==> config.mk <==
export PLATFORM = sky130hd
export DESIGN_NAME = logic_sequencer_flat
export DESIGN_NICKNAME = d
export VERILOG_FILES = /design/src/rtl/logic_sequencer_if.sv /design/src/rtl/logic_sequencer.sv /design/src/flat_wrapper.sv
export SDC_FILE = /design/constraint.sdc
export NUM_CORES = 1
export LEC_CHECK = 0
export CAP_MARGIN = 15
export CORE_ASPECT_RATIO = 2
export CORE_MARGIN = 4
export CORE_UTILIZATION = 48
export DETAILED_ROUTE_END_ITERATION = 16
export HOLD_SLACK_MARGIN = 0.02
export PLACE_DENSITY = 0.77
export REMOVE_ABC_BUFFERS = 1
export SETUP_SLACK_MARGIN = 0.2
export SLEW_MARGIN = 20
export SYNTH_ARGS = -nofsm -noshare
export SYNTH_HDL_FRONTEND = slang
export SYNTH_SLANG_ARGS = --single-unit
==> constraint.sdc <==
create_clock -name clk -period 2.1 [get_ports clk]
set_input_delay 0.21 -clock clk [delete_from_list [all_inputs] [get_ports clk]]
set_output_delay 0.21 -clock clk [all_outputs]
set_load 0.03 [all_outputs]
==> src/rtl/logic_sequencer_if.sv <==
// Signal bundle between a requester, logic_sequencer and the combinational logic unit.
// Latency: none, plain nets.
// Backpressure: cmd_valid/cmd_ready on commands, res_valid/res_ready on results.
interface logic_sequencer_if #(
    parameter int DEPTH = 4,
    parameter int WIDTH = 8
);
    // Command channel (requester -> sequencer)
    logic                       cmd_valid;
    logic                       cmd_ready;
    logic [7:0]                 cmd_opcode;
    logic [WIDTH-1:0]           cmd_a;
    logic [WIDTH-1:0]           cmd_b;
    logic                       cmd_use_acc;

    // Logic unit drive and its combinational answer
    logic [7:0]                 lu_opcode;
    logic [WIDTH-1:0]           lu_a;
    logic [WIDTH-1:0]           lu_b;
    logic [WIDTH-1:0]           lu_y;

    // Response channel (sequencer -> requester)
    logic                       res_valid;
    logic                       res_ready;
    logic [WIDTH-1:0]           res_data;
    logic                       res_err;

    // Status
    logic [WIDTH-1:0]           acc_out;
    logic                       busy;
    logic [$clog2(DEPTH+1)-1:0] count;

    // Sequencer side
    modport slave (
        input  cmd_valid, cmd_opcode, cmd_a, cmd_b, cmd_use_acc,
        input  lu_y, res_ready,
        output cmd_ready, lu_opcode, lu_a, lu_b,
        output res_valid, res_data, res_err, acc_out, busy, count
    );

    // Requester / logic-unit side
    modport master (
        output cmd_valid, cmd_opcode, cmd_a, cmd_b, cmd_use_acc,
        output lu_y, res_ready,
        input  cmd_ready, lu_opcode, lu_a, lu_b,
        input  res_valid, res_data, res_err, acc_out, busy, count
    );
endinterface

==> src/rtl/logic_sequencer.sv <==
// Generic synchronous FIFO used to queue sequencer commands.
// Latency: a push is visible at the head on the cycle after the push edge.
// Backpressure: push_rdy drops when full unless a pop happens the same cycle.
module seq_fifo #(
    parameter  int W     = 8,
    parameter  int DEPTH = 4,
    localparam int AW    = (DEPTH > 1) ? $clog2(DEPTH) : 1,
    localparam int CW    = $clog2(DEPTH + 1)
) (
    input  logic          clk,
    input  logic          rst,
    input  logic          push_vld,
    input  logic [W-1:0]  push_dat,
    output logic          push_rdy,
    output logic          pop_vld,
    input  logic          pop_rdy,
    output logic [W-1:0]  pop_dat,
    output logic [CW-1:0] count
);
    logic [AW-1:0] wr_ptr_q, wr_ptr_d;
    logic [AW-1:0] rd_ptr_q, rd_ptr_d;
    logic [CW-1:0] count_q, count_d;
    logic [W-1:0]  mem_q [DEPTH];
    logic [W-1:0]  mem_d [DEPTH];
    logic          full, empty, push, pop;

    // Full/empty come from the occupancy counter, so pointers may simply wrap.
    assign full     = (count_q == CW'(DEPTH));
    assign empty    = (count_q == '0);
    assign pop      = pop_rdy && !empty;
    // At full, a same-cycle pop frees the slot the push is about to take.
    assign push_rdy = !full || pop;
    assign push     = push_vld && push_rdy;
    assign pop_vld  = !empty;
    assign pop_dat  = mem_q[rd_ptr_q];
    assign count    = count_q;

    // Next pointer/occupancy/storage values
    always_comb begin
        wr_ptr_d = wr_ptr_q;
        rd_ptr_d = rd_ptr_q;
        count_d  = count_q;
        mem_d    = mem_q;
        if (push) begin
            mem_d[wr_ptr_q] = push_dat;
            wr_ptr_d = (wr_ptr_q == AW'(DEPTH - 1)) ? '0 : wr_ptr_q + AW'(1);
        end
        if (pop) begin
            rd_ptr_d = (rd_ptr_q == AW'(DEPTH - 1)) ? '0 : rd_ptr_q + AW'(1);
        end
        case ({push, pop})
            2'b10:   count_d = count_q + CW'(1);
            2'b01:   count_d = count_q - CW'(1);
            default: count_d = count_q;
        endcase
    end

    // Pointer and occupancy registers
    always_ff @(posedge clk) begin
        if (rst) begin
            wr_ptr_q <= '0;
            rd_ptr_q <= '0;
            count_q  <= '0;
        end else begin
            wr_ptr_q <= wr_ptr_d;
            rd_ptr_q <= rd_ptr_d;
            count_q  <= count_d;
        end
    end

    // Storage needs no reset: entries are only read once counted valid
    always_ff @(posedge clk) begin
        mem_q <= mem_d;
    end
endmodule

// Command sequencer feeding one queued command at a time to the 8-bit logic unit.
// Latency: IDLE pop, one EXEC cycle, then RESP; result valid 3 cycles after the accept cycle.
// Backpressure: cmd_ready = FIFO has room; a stalled RESP stops popping but the FIFO keeps filling.
module logic_sequencer #(
    parameter int DEPTH = 4,
    parameter int WIDTH = 8
) (
    input  logic             clk,
    input  logic             rst,
    logic_sequencer_if.slave bus
);
    localparam int CW = $clog2(DEPTH + 1);

    typedef struct packed {
        logic             use_acc;
        logic [7:0]       opcode;
        logic [WIDTH-1:0] a;
        logic [WIDTH-1:0] b;
    } cmd_t;

    localparam int CMD_W = $bits(cmd_t);

    typedef enum logic [1:0] {
        IDLE = 2'd0,
        EXEC = 2'd1,
        RESP = 2'd2
    } state_t;

    state_t           state_q, state_d;
    logic [7:0]       lu_op_q, lu_op_d;
    logic [WIDTH-1:0] lu_a_q, lu_a_d;
    logic [WIDTH-1:0] lu_b_q, lu_b_d;
    logic [WIDTH-1:0] res_data_q, res_data_d;
    logic             res_err_q, res_err_d;
    logic [WIDTH-1:0] acc_q, acc_d;

    cmd_t             cmd_in;
    cmd_t             head;
    logic             head_vld;
    logic             pop_rdy;
    logic             op_ok;
    logic [CW-1:0]    fifo_count;

    assign cmd_in = '{use_acc: bus.cmd_use_acc,
                      opcode:  bus.cmd_opcode,
                      a:       bus.cmd_a,
                      b:       bus.cmd_b};

    // Pop only depends on FSM state, so cmd_ready never depends on cmd_valid.
    assign pop_rdy = (state_q == IDLE);

    seq_fifo #(
        .W     (CMD_W),
        .DEPTH (DEPTH)
    ) u_cmd_fifo (
        .clk      (clk),
        .rst      (rst),
        .push_vld (bus.cmd_valid),
        .push_dat (cmd_in),
        .push_rdy (bus.cmd_ready),
        .pop_vld  (head_vld),
        .pop_rdy  (pop_rdy),
        .pop_dat  (head),
        .count    (fifo_count)
    );

    // The logic unit only defines opcodes 1..7; anything else is reported as an error.
    assign op_ok = (lu_op_q >= 8'd1) && (lu_op_q <= 8'd7);

    // Next-state and datapath decisions for IDLE -> EXEC -> RESP
    always_comb begin
        state_d    = state_q;
        lu_op_d    = lu_op_q;
        lu_a_d     = lu_a_q;
        lu_b_d     = lu_b_q;
        res_data_d = res_data_q;
        res_err_d  = res_err_q;
        acc_d      = acc_q;
        case (state_q)
            IDLE: begin
                if (head_vld) begin
                    // Operand registers double as the lu_* outputs and hold outside EXEC.
                    lu_op_d = head.opcode;
                    lu_a_d  = head.use_acc ? acc_q : head.a;
                    lu_b_d  = head.b;
                    state_d = EXEC;
                end
            end
            EXEC: begin
                if (op_ok) begin
                    res_data_d = bus.lu_y;
                    acc_d      = bus.lu_y;
                    res_err_d  = 1'b0;
                end else begin
                    res_data_d = '0;
                    res_err_d  = 1'b1;
                end
                state_d = RESP;
            end
            RESP: begin
                if (bus.res_ready) begin
                    state_d = IDLE;
                end
            end
            default: state_d = IDLE;
        endcase
    end

    // State, operand, result and accumulator registers
    always_ff @(posedge clk) begin
        if (rst) begin
            state_q    <= IDLE;
            lu_op_q    <= '0;
            lu_a_q     <= '0;
            lu_b_q     <= '0;
            res_data_q <= '0;
            res_err_q  <= 1'b0;
            acc_q      <= '0;
        end else begin
            state_q    <= state_d;
            lu_op_q    <= lu_op_d;
            lu_a_q     <= lu_a_d;
            lu_b_q     <= lu_b_d;
            res_data_q <= res_data_d;
            res_err_q  <= res_err_d;
            acc_q      <= acc_d;
        end
    end

    assign bus.lu_opcode = lu_op_q;
    assign bus.lu_a      = lu_a_q;
    assign bus.lu_b      = lu_b_q;
    assign bus.res_valid = (state_q == RESP);
    assign bus.res_data  = res_data_q;
    assign bus.res_err   = res_err_q;
    assign bus.acc_out   = acc_q;
    assign bus.busy      = (state_q != IDLE) || head_vld;
    assign bus.count     = fifo_count;
endmodule
==> src/flat_wrapper.sv <==
// flat-port wrapper written by rule: the top's interface ports become plain ports
module logic_sequencer_flat 
#(
    parameter int DEPTH = 4,
    parameter int WIDTH = 8
)
  (clk, rst, bus_cmd_valid, bus_cmd_opcode, bus_cmd_a, bus_cmd_b, bus_cmd_use_acc, bus_lu_y, bus_res_ready, bus_cmd_ready, bus_lu_opcode, bus_lu_a, bus_lu_b, bus_res_valid, bus_res_data, bus_res_err, bus_acc_out, bus_busy, bus_count);
  logic_sequencer_if #(.DEPTH(DEPTH), .WIDTH(WIDTH)) bus_i ();
  input  logic clk;
  input  logic rst;
  input wire logic [$bits(bus_i.cmd_valid)-1:0] bus_cmd_valid;
  input wire logic [$bits(bus_i.cmd_opcode)-1:0] bus_cmd_opcode;
  input wire logic [$bits(bus_i.cmd_a)-1:0] bus_cmd_a;
  input wire logic [$bits(bus_i.cmd_b)-1:0] bus_cmd_b;
  input wire logic [$bits(bus_i.cmd_use_acc)-1:0] bus_cmd_use_acc;
  input wire logic [$bits(bus_i.lu_y)-1:0] bus_lu_y;
  input wire logic [$bits(bus_i.res_ready)-1:0] bus_res_ready;
  output wire logic [$bits(bus_i.cmd_ready)-1:0] bus_cmd_ready;
  output wire logic [$bits(bus_i.lu_opcode)-1:0] bus_lu_opcode;
  output wire logic [$bits(bus_i.lu_a)-1:0] bus_lu_a;
  output wire logic [$bits(bus_i.lu_b)-1:0] bus_lu_b;
  output wire logic [$bits(bus_i.res_valid)-1:0] bus_res_valid;
  output wire logic [$bits(bus_i.res_data)-1:0] bus_res_data;
  output wire logic [$bits(bus_i.res_err)-1:0] bus_res_err;
  output wire logic [$bits(bus_i.acc_out)-1:0] bus_acc_out;
  output wire logic [$bits(bus_i.busy)-1:0] bus_busy;
  output wire logic [$bits(bus_i.count)-1:0] bus_count;
  assign bus_i.cmd_valid = bus_cmd_valid;
  assign bus_i.cmd_opcode = bus_cmd_opcode;
  assign bus_i.cmd_a = bus_cmd_a;
  assign bus_i.cmd_b = bus_cmd_b;
  assign bus_i.cmd_use_acc = bus_cmd_use_acc;
  assign bus_i.lu_y = bus_lu_y;
  assign bus_i.res_ready = bus_res_ready;
  assign bus_cmd_ready = bus_i.cmd_ready;
  assign bus_lu_opcode = bus_i.lu_opcode;
  assign bus_lu_a = bus_i.lu_a;
  assign bus_lu_b = bus_i.lu_b;
  assign bus_res_valid = bus_i.res_valid;
  assign bus_res_data = bus_i.res_data;
  assign bus_res_err = bus_i.res_err;
  assign bus_acc_out = bus_i.acc_out;
  assign bus_busy = bus_i.busy;
  assign bus_count = bus_i.count;
  logic_sequencer #(.DEPTH(DEPTH), .WIDTH(WIDTH)) u_core (.clk(clk), .rst(rst), .bus(bus_i));
endmodule
# Word level (Yosys, flattened, before mapping)
# Index checks and enable logic that the tools add are counted.
[totals]
ff_bits = 150
word_cells = 65
inputBits = 37
output_inout_bits = 47
[classes]
n_mux = 15
n_reduce_logical = 15
magnitude_cmp = 5
add_sub_neg = 4
eq_ne = 9
bitwise_logic = 3
[ops]
columns = ["operator", "n"]
rows = [
  ["$bwmux 100", 1],
  ["$mux 25", 3],
  ["$bmux 25 s2", 1],
  ["$demux 25 s2", 1],
  ["$mux 8", 2],
  ["$eq 2x2->1 const B", 4],
  ["$ge 8x1->1 const B", 1],
  ["$le 8x3->1 const B", 1],
  ["$mux 2", 4],
  ["$ge 3x3->1 const B", 2],
  ["$not 2->3", 2],
  ["$pmux 2 s3", 1],
  ["$pmux 3 s2", 1],
  ["$reduce_and 2->1", 3],
  ["$add 2x1->2 const B", 2],
  ["$eq 2x1->1 const B", 2],
  ["$logic_and 1x1->1", 4],
  ["$ne 2x2->1 const B", 2],
  ["$reduce_bool 2->1", 2],
  ["$add 3x1->3 const B", 1],
  ["$eq 3x3->1 const B", 1],
  ["$logic_not 3->1", 1],
  ["$lt 3x1->1 const B", 1],
  ["$sub 3x1->3 const B", 1],
  ["other kinds (5)", 7],
]

# Logic depth before layout (Yosys ltp)
# Gate-level depths: netlist (run 1).
[logic_depth]
word_depth = 7
depth_mapped = 10
mapped_depth_nobuf = 9

# Cells and area by module
# From an unflattened synthesis (run 1), not the netlist that was laid out.
[hier_totals]
cells_unflattened = 334
area_unflattened_um2 = 5666.7
[modules_own_cells]
columns = ["module", "seq_area_each_um2", "cells_each", "area_each_um2", "n_inst"]
rows = [
  ["seq_fifo", 3143.0, 181, 4046.4, 1],
  ["logic_sequencer", 860.8, 153, 1620.3, 1],
]

# Worst setup path before layout (run 1)
# OpenSTA, ideal clock, no wires.
[synth_timing]
kind = "reg-to-reg"
startpoint = "reg u_core.u_cmd_fifo.count_q[2] (netlist: u_core.u_cmd_fifo.count[2])"
endpoint = "reg u_core.u_cmd_fifo.count_q[2] (netlist: u_core.u_cmd_fifo.count[2])"
t_arrival_ns = 2.325
slack_ns = -0.295
setup_time_ns = 0.070
period_less_slack_ns = 2.395
path_stages_with_launch = 9
cell_sequence = "dfxtp_1 inv_1 o41ai_2 ha_1 inv_1 fa_1 xor2_1 or3_1 a21oi_1"
[synth_via]
elab_chain_len = 7
word_cells_on_any_way = 13
[synth_rtl]
columns = ["element", "line", "source"]
rows = [
  ["start, declared", "logic_sequencer.sv:22", "logic [CW-1:0] count_q, count_d;"],
  ["start signal, assigned", "logic_sequencer.sv:67", "count_q <= count_d;"],
  ["$logic_not 3->1", "logic_sequencer.sv:29", "assign empty = (count_q == '0);"],
  ["$logic_not 1->1", "logic_sequencer.sv:30", "assign pop = pop_rdy && !empty;"],
  ["$logic_and 1x1->1", "logic_sequencer.sv:30", ""],
  ["$logic_or 1x1->1", "logic_sequencer.sv:32", "assign push_rdy = !full || pop;"],
  ["$logic_and 1x1->1", "logic_sequencer.sv:33", "assign push = push_vld && push_rdy;"],
  ["$eq 2x1->1 / $eq 2x2->1 (equally long branches)", "logic_sequencer.sv:51", "case ({push, pop})"],
  ["$pmux 3 s2 / $reduce_bool 2->1 (equally long branches)", "-", ""],
]
# Several ways; a longest one is shown, not always the timed one.
# A chain may end at the register's enable or synchronous reset.

# Final worst setup path (run 1)
# Same ends and word-level chain as after synthesis.

==> impl_results.md, run 1 <==
- GP Congestion: 0.776
- Die width: about 85 um
- Syn Std Cell Area: 0.00562 mm2
- Crit end category: register
- Peak VDD IR: 0.732 mV
- Antenna cells: 0
- Cell count after synthesis: 349
- Largest net degree at the start of global routing: 34
- Sw Ratio: 32.6%
- Share of power burned in registers: about 40%
- Share of cells above drive strength 1: 18.8%
- YS warnings: 0
- Seq. cell area: about 0.0040 mm2
- Total clock buffers created by CTS: 17
- Vias/cell: 5.41
- Worst R2R End: u_core.u_cmd_fifo.count[2]
- CTS tree: done
- Final Hold Fails: 0
- Drt initial violations: roughly 150
- Final setup vio count: 0
- Die ar.: ~0.014 mm2
- Fillers: 846
- Relative slew slack: 67.5%
- Crit Path Category: register to register
- CP Cell Sequence: inv_2, o41ai_4, ha_2, inv_2, fa_2, xor2_1, or3_1, a21oi_1
- HPWL Detailed: 7460 um
- Setup Skew: about 0.0094 ns
- Final antenna-violating net count: 0
- First-pass GRT wire length: 17,700 um
- Combinational share of power: 31.2%
- Critical path's slowest cell: o41ai_4
- Worst EP arrival: around 2.4 ns
- Sw power: a little over 3 mW
- Clock slew at reported path FFs: 0.06 ns
- Initial Util: 49.2%
- Multi-input logic area: 0.00150 mm2
- Layout Utilization: 63.8%
- WL/cell: about 18 um
- Power Density: 1310 mW/mm2
- Post-synthesis register bit count: 150
- CTS max path bufs: 2
- Lkg Pwr: 2.62 nW
- Hold Path Origin: rst
- R2R cell count: 8
- Setup crit start kind: register
- Vias in the first global route: 3,524
- Bufs and invs on worst path: 2
- Fin crit share: approximately 100%
- Vias: 3,298
- Setup slack, reg-to-reg: 0.01 ns
- Critical path's largest stage delay: ~0.4 ns
- I/O Buffers: 83
- Power after layout: 9.52 mW
- GRT overflow: 0
- Family with the most delay on the worst path: adder cells
- Io pins: 84
- Fin Setup TNS: 0 ns
- H-tree Lvls: 4
- Worst reg2reg path startpoint: u_core.u_cmd_fifo.count[2]
- Pins over their slew limit: 0
- Critical Path Fanout Max: 2
- Int Power: between 6 and 7 mW
- Tightest Pin Transition: approximately 0.48 ns
- Area growth from synthesis to layout: 29.6%
- DRC Markers: 0
- Post-synthesis sequential area ratio: 71.2%
- GR Util All Layers: between 15 and 20%
- Total of max-cap violations: 0
- CP required: about 2.4 ns
- RSZ-0062 raised after global routing: true
- Total Wirelength: 11,200 um
- Worst hold-check path type: input pin to register
- Final net count: around 500
- Unique masters post-synth: 31
- Commonest cells after routing, fill and taps aside: 100 x edfxtp_1, 78 x clkdlybuf4s50_1, 46 x dfxtp_1, 37 x nand2_1, 24 x nor2_1
- Clk_lat worst skew: between 0.4 and 0.5 ns
- Fin crit period: 2.09 ns
- Length of the first detailed-routing pass in iterations: 4
- Most common cell after layout, fill and taps aside: edfxtp_1
- Outcome: completed
- Chip Height: 161 um
- WHS Path Cells: 2
- Antenna violations before repair: 0
- Post-Syn Area per Cell: about 16 um2
- Top cell by count, worst path: inv_2
- Std-Cell Core Area: 0.0114 mm2
- Clk sinks: 150
- Hold path endpoint: u_core.u_cmd_fifo.wr_ptr_q[1]
- Row cnt: 55
- Clock Tree Root: clkbuf_16
- Clock power share: 28.7%
- Peak Freq: 479 MHz
-- area by class of cell --
cell class | count | area share (%)
well taps | 142 | 2.44
clock buffers | 19 | 6.22
repair buffers | 105 | 13.9
multi-input cells | 172 | 20.6
inverters | 9 | 0.464
clock inverters | 13 | 1.31
flip-flops and latches | 150 | 55.0
-- synth_stat cells --
master / n / area (um2)
buf_4: 2 / 15.0
and2b_1: 1 / 7.51
inv_1: 8 / 30.0
mux2i_1: 17 / 170
nor3_1: 4 / 20.0
nand2_1: 37 / 139
nand3_1: 1 / 5.00
a211oi_1: 8 / 60.1
a21oi_1: 22 / 110
nor2_1: 26 / 97.6
mux4_2: 20 / 450
buf_6: 3 / 33.8
clkbuf_1: 5 / 18.8
nand4b_1: 1 / 8.76
o41ai_2: 1 / 16.3
fa_1: 1 / 20.0
mux4_1: 5 / 131
nor2b_1: 1 / 6.26
a22o_1: 8 / 70.1
inv_2: 1 / 3.75
xor2_1: 2 / 17.5
or4_1: 1 / 7.51
o21ai_0: 1 / 5.00
dfxtp_1: 50 / 1000
nor3_2: 1 / 10.0
or3_1: 3 / 18.8
ha_1: 6 / 75.1
nand2b_1: 1 / 6.26
edfxtp_1: 100 / 3000
buf_2: 8 / 40.0
and3_1: 4 / 25.0
-- flip-flops by register name (all words and copies together), names as in the netlist --
name,cells
u_core.u_cmd_fifo.rd_ptr_q,2
u_core.u_cmd_fifo.wr_ptr_q,2
u_core.bus.lu_a,8
u_core.state_q,2
u_core.bus.acc_out,8
u_core.bus.lu_b,8
u_core.u_cmd_fifo.count,3
u_core.bus.res_err,1
u_core.bus.res_data,8
u_core.u_cmd_fifo.mem_q,100
u_core.bus.lu_opcode,8
-- power by group through the flow --
stage,clock [mW],sequential [mW],combinational [mW]
floorplan,0,4.36,1.21
global placement,0,3.84,2.85
detailed placement,0,3.85,2.94
CTS,2.78,3.81,3.01
global route,2.91,3.85,3.20
finish,2.73,3.81,2.98
-- stage by stage --
stage / instances / hold WS (ns) / setup slack, ns / area, um2
4_1_cts: 610 / 0.149 / 0.0379 / 7270
6_report: 610 / 0.169 / 0.0123 / 7290
3_5_place_dp: 575 / 0.453 / -0.0447 / 6680
5_1_grt: 610 / 0.174 / -0.0564 / 7290
2_1_floorplan: 331 / 0.279 / -0.693 / 5520
3_3_place_gp: 575 / 0.444 / 0.0897 / 6680
-- cells by family (layout without fill, tap and decap cells) --
group | Yosys count | count (layout) | synth area share (%)
buffers and inverters | 27 | 146 | 2.51
AND/OR/NAND/NOR | 81 | 81 | 6.25
AO/OA/AOI/OAI | 40 | 40 | 4.65
multiplexers | 42 | 42 | 13.4
flip-flops | 150 | 150 | 71.2
XOR/XNOR | 2 | 2 | 0.312
adder cells (fa/ha/maj) | 7 | 7 | 1.69
-- metal layers --
layer | up-vias | share of wire (%) | track usage (%) | wire length [um]
met5 | - | 0 | 0 | 0
li1 | 1534 | - | - | -
met1 | 1646 | 36 | 16.7 | 3990
met4 | 0 | 2.4 | 8.72 | 271
met2 | 98 | 58 | 32.4 | 6450
met3 | 20 | 4.4 | 4.13 | 494
-- worst max-delay path by stage --
stage	cells past startpoint	to	start
after floorplan	9	u_core.u_cmd_fifo.count[2]	u_core.u_cmd_fifo.count[0]
after global placement	8	u_core.u_cmd_fifo.count[2]	u_core.u_cmd_fifo.count[2]
after detailed placement	8	u_core.u_cmd_fifo.count[2]	u_core.u_cmd_fifo.count[2]
after CTS	8	u_core.u_cmd_fifo.count[2]	u_core.state_q[1]
after global routing	8	u_core.u_cmd_fifo.count[2]	u_core.u_cmd_fifo.count[2]
final	8	u_core.u_cmd_fifo.count[2]	u_core.u_cmd_fifo.count[2]
-- timing repair --
action                                  in CTS  in global routing
hold buffers                                 0                  0
pin swaps                                    4                  3
endpoints found under the setup margin       5                104
cloned                                       0                  0
setup buffers                                3                  0
gates resized for setup                     14                  9
(Power assumes the default switching activity.)
==> inputs of run 2 (changes only) <==
--- a/config.mk
+++ b/config.mk
@@ -9,6 +9,7 @@
 export CORE_ASPECT_RATIO = 2
 export CORE_MARGIN = 4
 export CORE_UTILIZATION = 48
+export CTS_BUF_LIST = sky130_fd_sc_hd__clkbuf_16
 export DETAILED_ROUTE_END_ITERATION = 16
 export HOLD_SLACK_MARGIN = 0.02
 export PLACE_DENSITY = 0.77
@@ -17,4 +18,5 @@
 export SLEW_MARGIN = 20
 export SYNTH_ARGS = -nofsm -noshare
 export SYNTH_HDL_FRONTEND = slang
+export SYNTH_HIERARCHICAL = 1
 export SYNTH_SLANG_ARGS = --single-unit
==> constraint.sdc (replaced) <==
create_clock -name clk -period 1.8 [get_ports clk]
set_input_delay 0.18 -clock clk [delete_from_list [all_inputs] [get_ports clk]]
set_output_delay 0.18 -clock clk [all_outputs]
set_load 0.03 [all_outputs]
==> run 2 against run 1 <==
The run now ends with negative setup slack left. Count of clock-buffer cells in the layout is 2 lower. Via count is 6.5% higher. Global-route usage is 3.9 points higher. Sequential power is 18% higher. Hold slack worse by 0.066 ns. Power is 39% higher. Flip-flop and latch count stayed put. Combinational power is 80% higher. Synthesized cell count is 4.3% lower. Clock skew is 0.0020 ns lower. Cell count is 4.1% higher. Highest routed layer unchanged. Fmax is 9.9% lower.
==> impl_results.md, run 2 <==
- Die width: 84.8 um
- Pins over their slew limit: 0
- Cell count after synthesis: 334
- Final antenna-violating net count: 0
- Chip Height: 162 um
- Vias/cell: between 5 and 6
- Drt initial violations: 226
- YS warnings: 6
- Synth top area cells: edfxtp_1 53%, dfxtp_1 18%, mux4_2 9.9%
- Family with the most delay on the worst path: simple AND/OR/NAND/NOR gates
- Fin worst setup slack: -0.517 ns
- Worst EP arrival: 2.65 ns
- Final Hold Fails: 0
- Top_reg_cell synth: edfxtp_1
- Bufs and invs on worst path: 2
- Largest net degree at the start of global routing: 25
- Vias in the first global route: 3,876
- Clock slew at reported path FFs: 0.06 ns
- Relative slew slack: 71.0%
- WL/cell: 22.9 um
- Antenna violations before repair: 0
- HPWL Detailed: roughly 8000 um
- RSZ-0062 raised after global routing: true
- Std-Cell Core Area: roughly 0.011 mm2
- Lkg Pwr: 3.19 nW
- Total of max-cap violations: 0
- CTS tree: done
- GR Util All Layers: between 20% and 30%
- Length of the first detailed-routing pass in iterations: 4
- Vias: 3,514
- Worst hold-check path type: input pin to register
- Peak Freq: 432 MHz
- Final net count: roughly 520
- Syn Std Cell Area: about 0.0057 mm2
- Crit Path Category: register to register
- Fin Setup TNS: -4.01 ns
- Fillers: 718
- Synth cell count leaders: 100 x edfxtp_1, 50 x dfxtp_1, 32 x nor2_1
- Critical path's largest stage delay: 0.49 ns
- H-tree Lvls: 4
- Tightest Pin Transition: 0.435 ns
- Area growth from synthesis to layout: 45.5%
- Async SR Flop Fraction: 0%
- Clock Tree Root: clkbuf_16
- Post-synthesis register bit count: 150
- Clk sinks: 150
- Failing checks: negative setup slack
- Post-Syn Area per Cell: between 15 and 20 um2
- EDFF count, synth: 100
- Fin crit period: 2.32 ns
- Peak VDD IR: between 1 and 1.5 mV
- Antenna cells: 0
- Setup crit start kind: register
- Crit end category: register
- Final setup vio count: 21
- Die ar.: 0.0137 mm2
- First-pass GRT wire length: 21,400 um
- Post-synthesis sequential area ratio: 70.7%
- CP Cell Sequence: nor2_2, or4b_4, and2_4, inv_4, ha_4, inv_2, fa_2, xor2_1, or3_1, a21oi_1
- CTS max path bufs: 2
- Clk_lat worst skew: 0.41 ns
- Row cnt: 55
- Unique masters post-synth: 37
- Most area-hungry cell type in the Yosys netlist: edfxtp_1
- Top cell type's share of synthesized area: a little over half
- Share of cells above drive strength 1: a little over a third
- Outcome: finished with violations
- Max FFs per register: 100
- GP Congestion: 0.783
- Power after layout: 13.2 mW
- Commonest cells after routing, fill and taps aside: 100 x edfxtp_1, 47 x dfxtp_1, 41 x dlygate4sd2_1, 35 x clkdlybuf4s50_1, 26 x mux2i_1
- Critical path's slowest cell: or4b_4
- Setup Skew: 0.00739 ns
- Initial Util: 49.6%
- Fin crit share: 129%
- CP required: about 2.1 ns
- Largest Register: u_core/u_cmd_fifo/mem_q
- Total clock buffers created by CTS: 17
- DRC Markers: 0
- Power Density: 1600 mW/mm2
- Critical Path Fanout Max: 2
- Most common cell after layout, fill and taps aside: edfxtp_1
- Most frequent cell after synthesis: edfxtp_1
- I/O Buffers: 83
- Io pins: 84
- GRT overflow: 0
- Total Wirelength: 14,500 um
-- run 2: final timing paths --
| kind | from | end | slack, ns | depth (start not counted) |
|---|---|---|---|---|
| setup / recovery | u_core/state_q[1] | u_core/u_cmd_fifo/count[2] | -0.52 | 10 |
| hold / removal | rst | u_core/bus.lu_opcode[4] | 0.10 | 2 |
| setup reg to reg | u_core/state_q[1] | u_core/u_cmd_fifo/count[2] | -0.52 | 10 |
| hold reg to reg | u_core/bus.res_data[5] | u_core/bus.res_data[5] | 0.48 | 1 |
-- run 2: repair_timing --
action | 4_1_cts | 5_1_grt
hold buffers | 0 | 0
pin swaps | 18 | 19
setup endpoints to repair | 188 | 151
resized for setup | 107 | 29
endpoints found under the hold margin | 0 | 0
cloned | 8 | 2
setup buffers | 11 | 13
-- run 2: area by class of cell --
class	instances	area, um2	area share (%)
clock buffers	17	425	5.16
clock inverters	15	145	1.76
inverters	9	36.3	0.440
multi-input cells	158	1790	21.7
flip-flops and latches	150	4010	48.6
well taps	142	178	2.15
repair buffers	144	1660	20.2
-- run 2: where the power goes --
part | internal (mW) | switching [mW] | leakage (nW)
Sequential | 4.17 | 0.337 | 1.33
Combinational | 2.69 | 2.66 | 1.60
Clock | 1.93 | 1.44 | 0.267
Total | 8.79 | 4.44 | 3.19
-- run 2: logic make-up (layout without fill, tap and decap cells) --
logic type	after synthesis	count (layout)	synth area share [%]
xor+xnor	2	2	0.309
compound gates	30	30	4.28
flops	150	150	70.7
buf+inv	26	185	2.05
mux	53	53	14.9
simple gates	66	66	6.14
fa+ha+maj	7	7	1.68
-- run 2: metal layers --
| layer | routed length, um | global-route usage [%] | vias to the layer above |
|---|---|---|---|
| met1 | 5050 | 21.4 | 1785 |
| met5 | 0 | 0 | - |
| met2 | 8440 | 39.9 | 113 |
| met3 | 502 | 4.16 | 38 |
| met4 | 525 | 9.73 | 0 |
| li1 | - | - | 1578 |
-- run 2: metrics by stage --
stage               hold WS [ns]  std cells  util [%]  instance area [um2]  worst slack [ns]
floorplan                  0.249        317         -                 5580            -0.958
global placement           0.457        569      60.4                 6900            -0.491
detailed placement         0.460        569      60.4                 6900            -0.620
CTS                       0.0802        620      69.9                 7990            -0.420
global route              0.0928        635      72.2                 8250            -0.603
finish                     0.103        635      72.2                 8250            -0.517
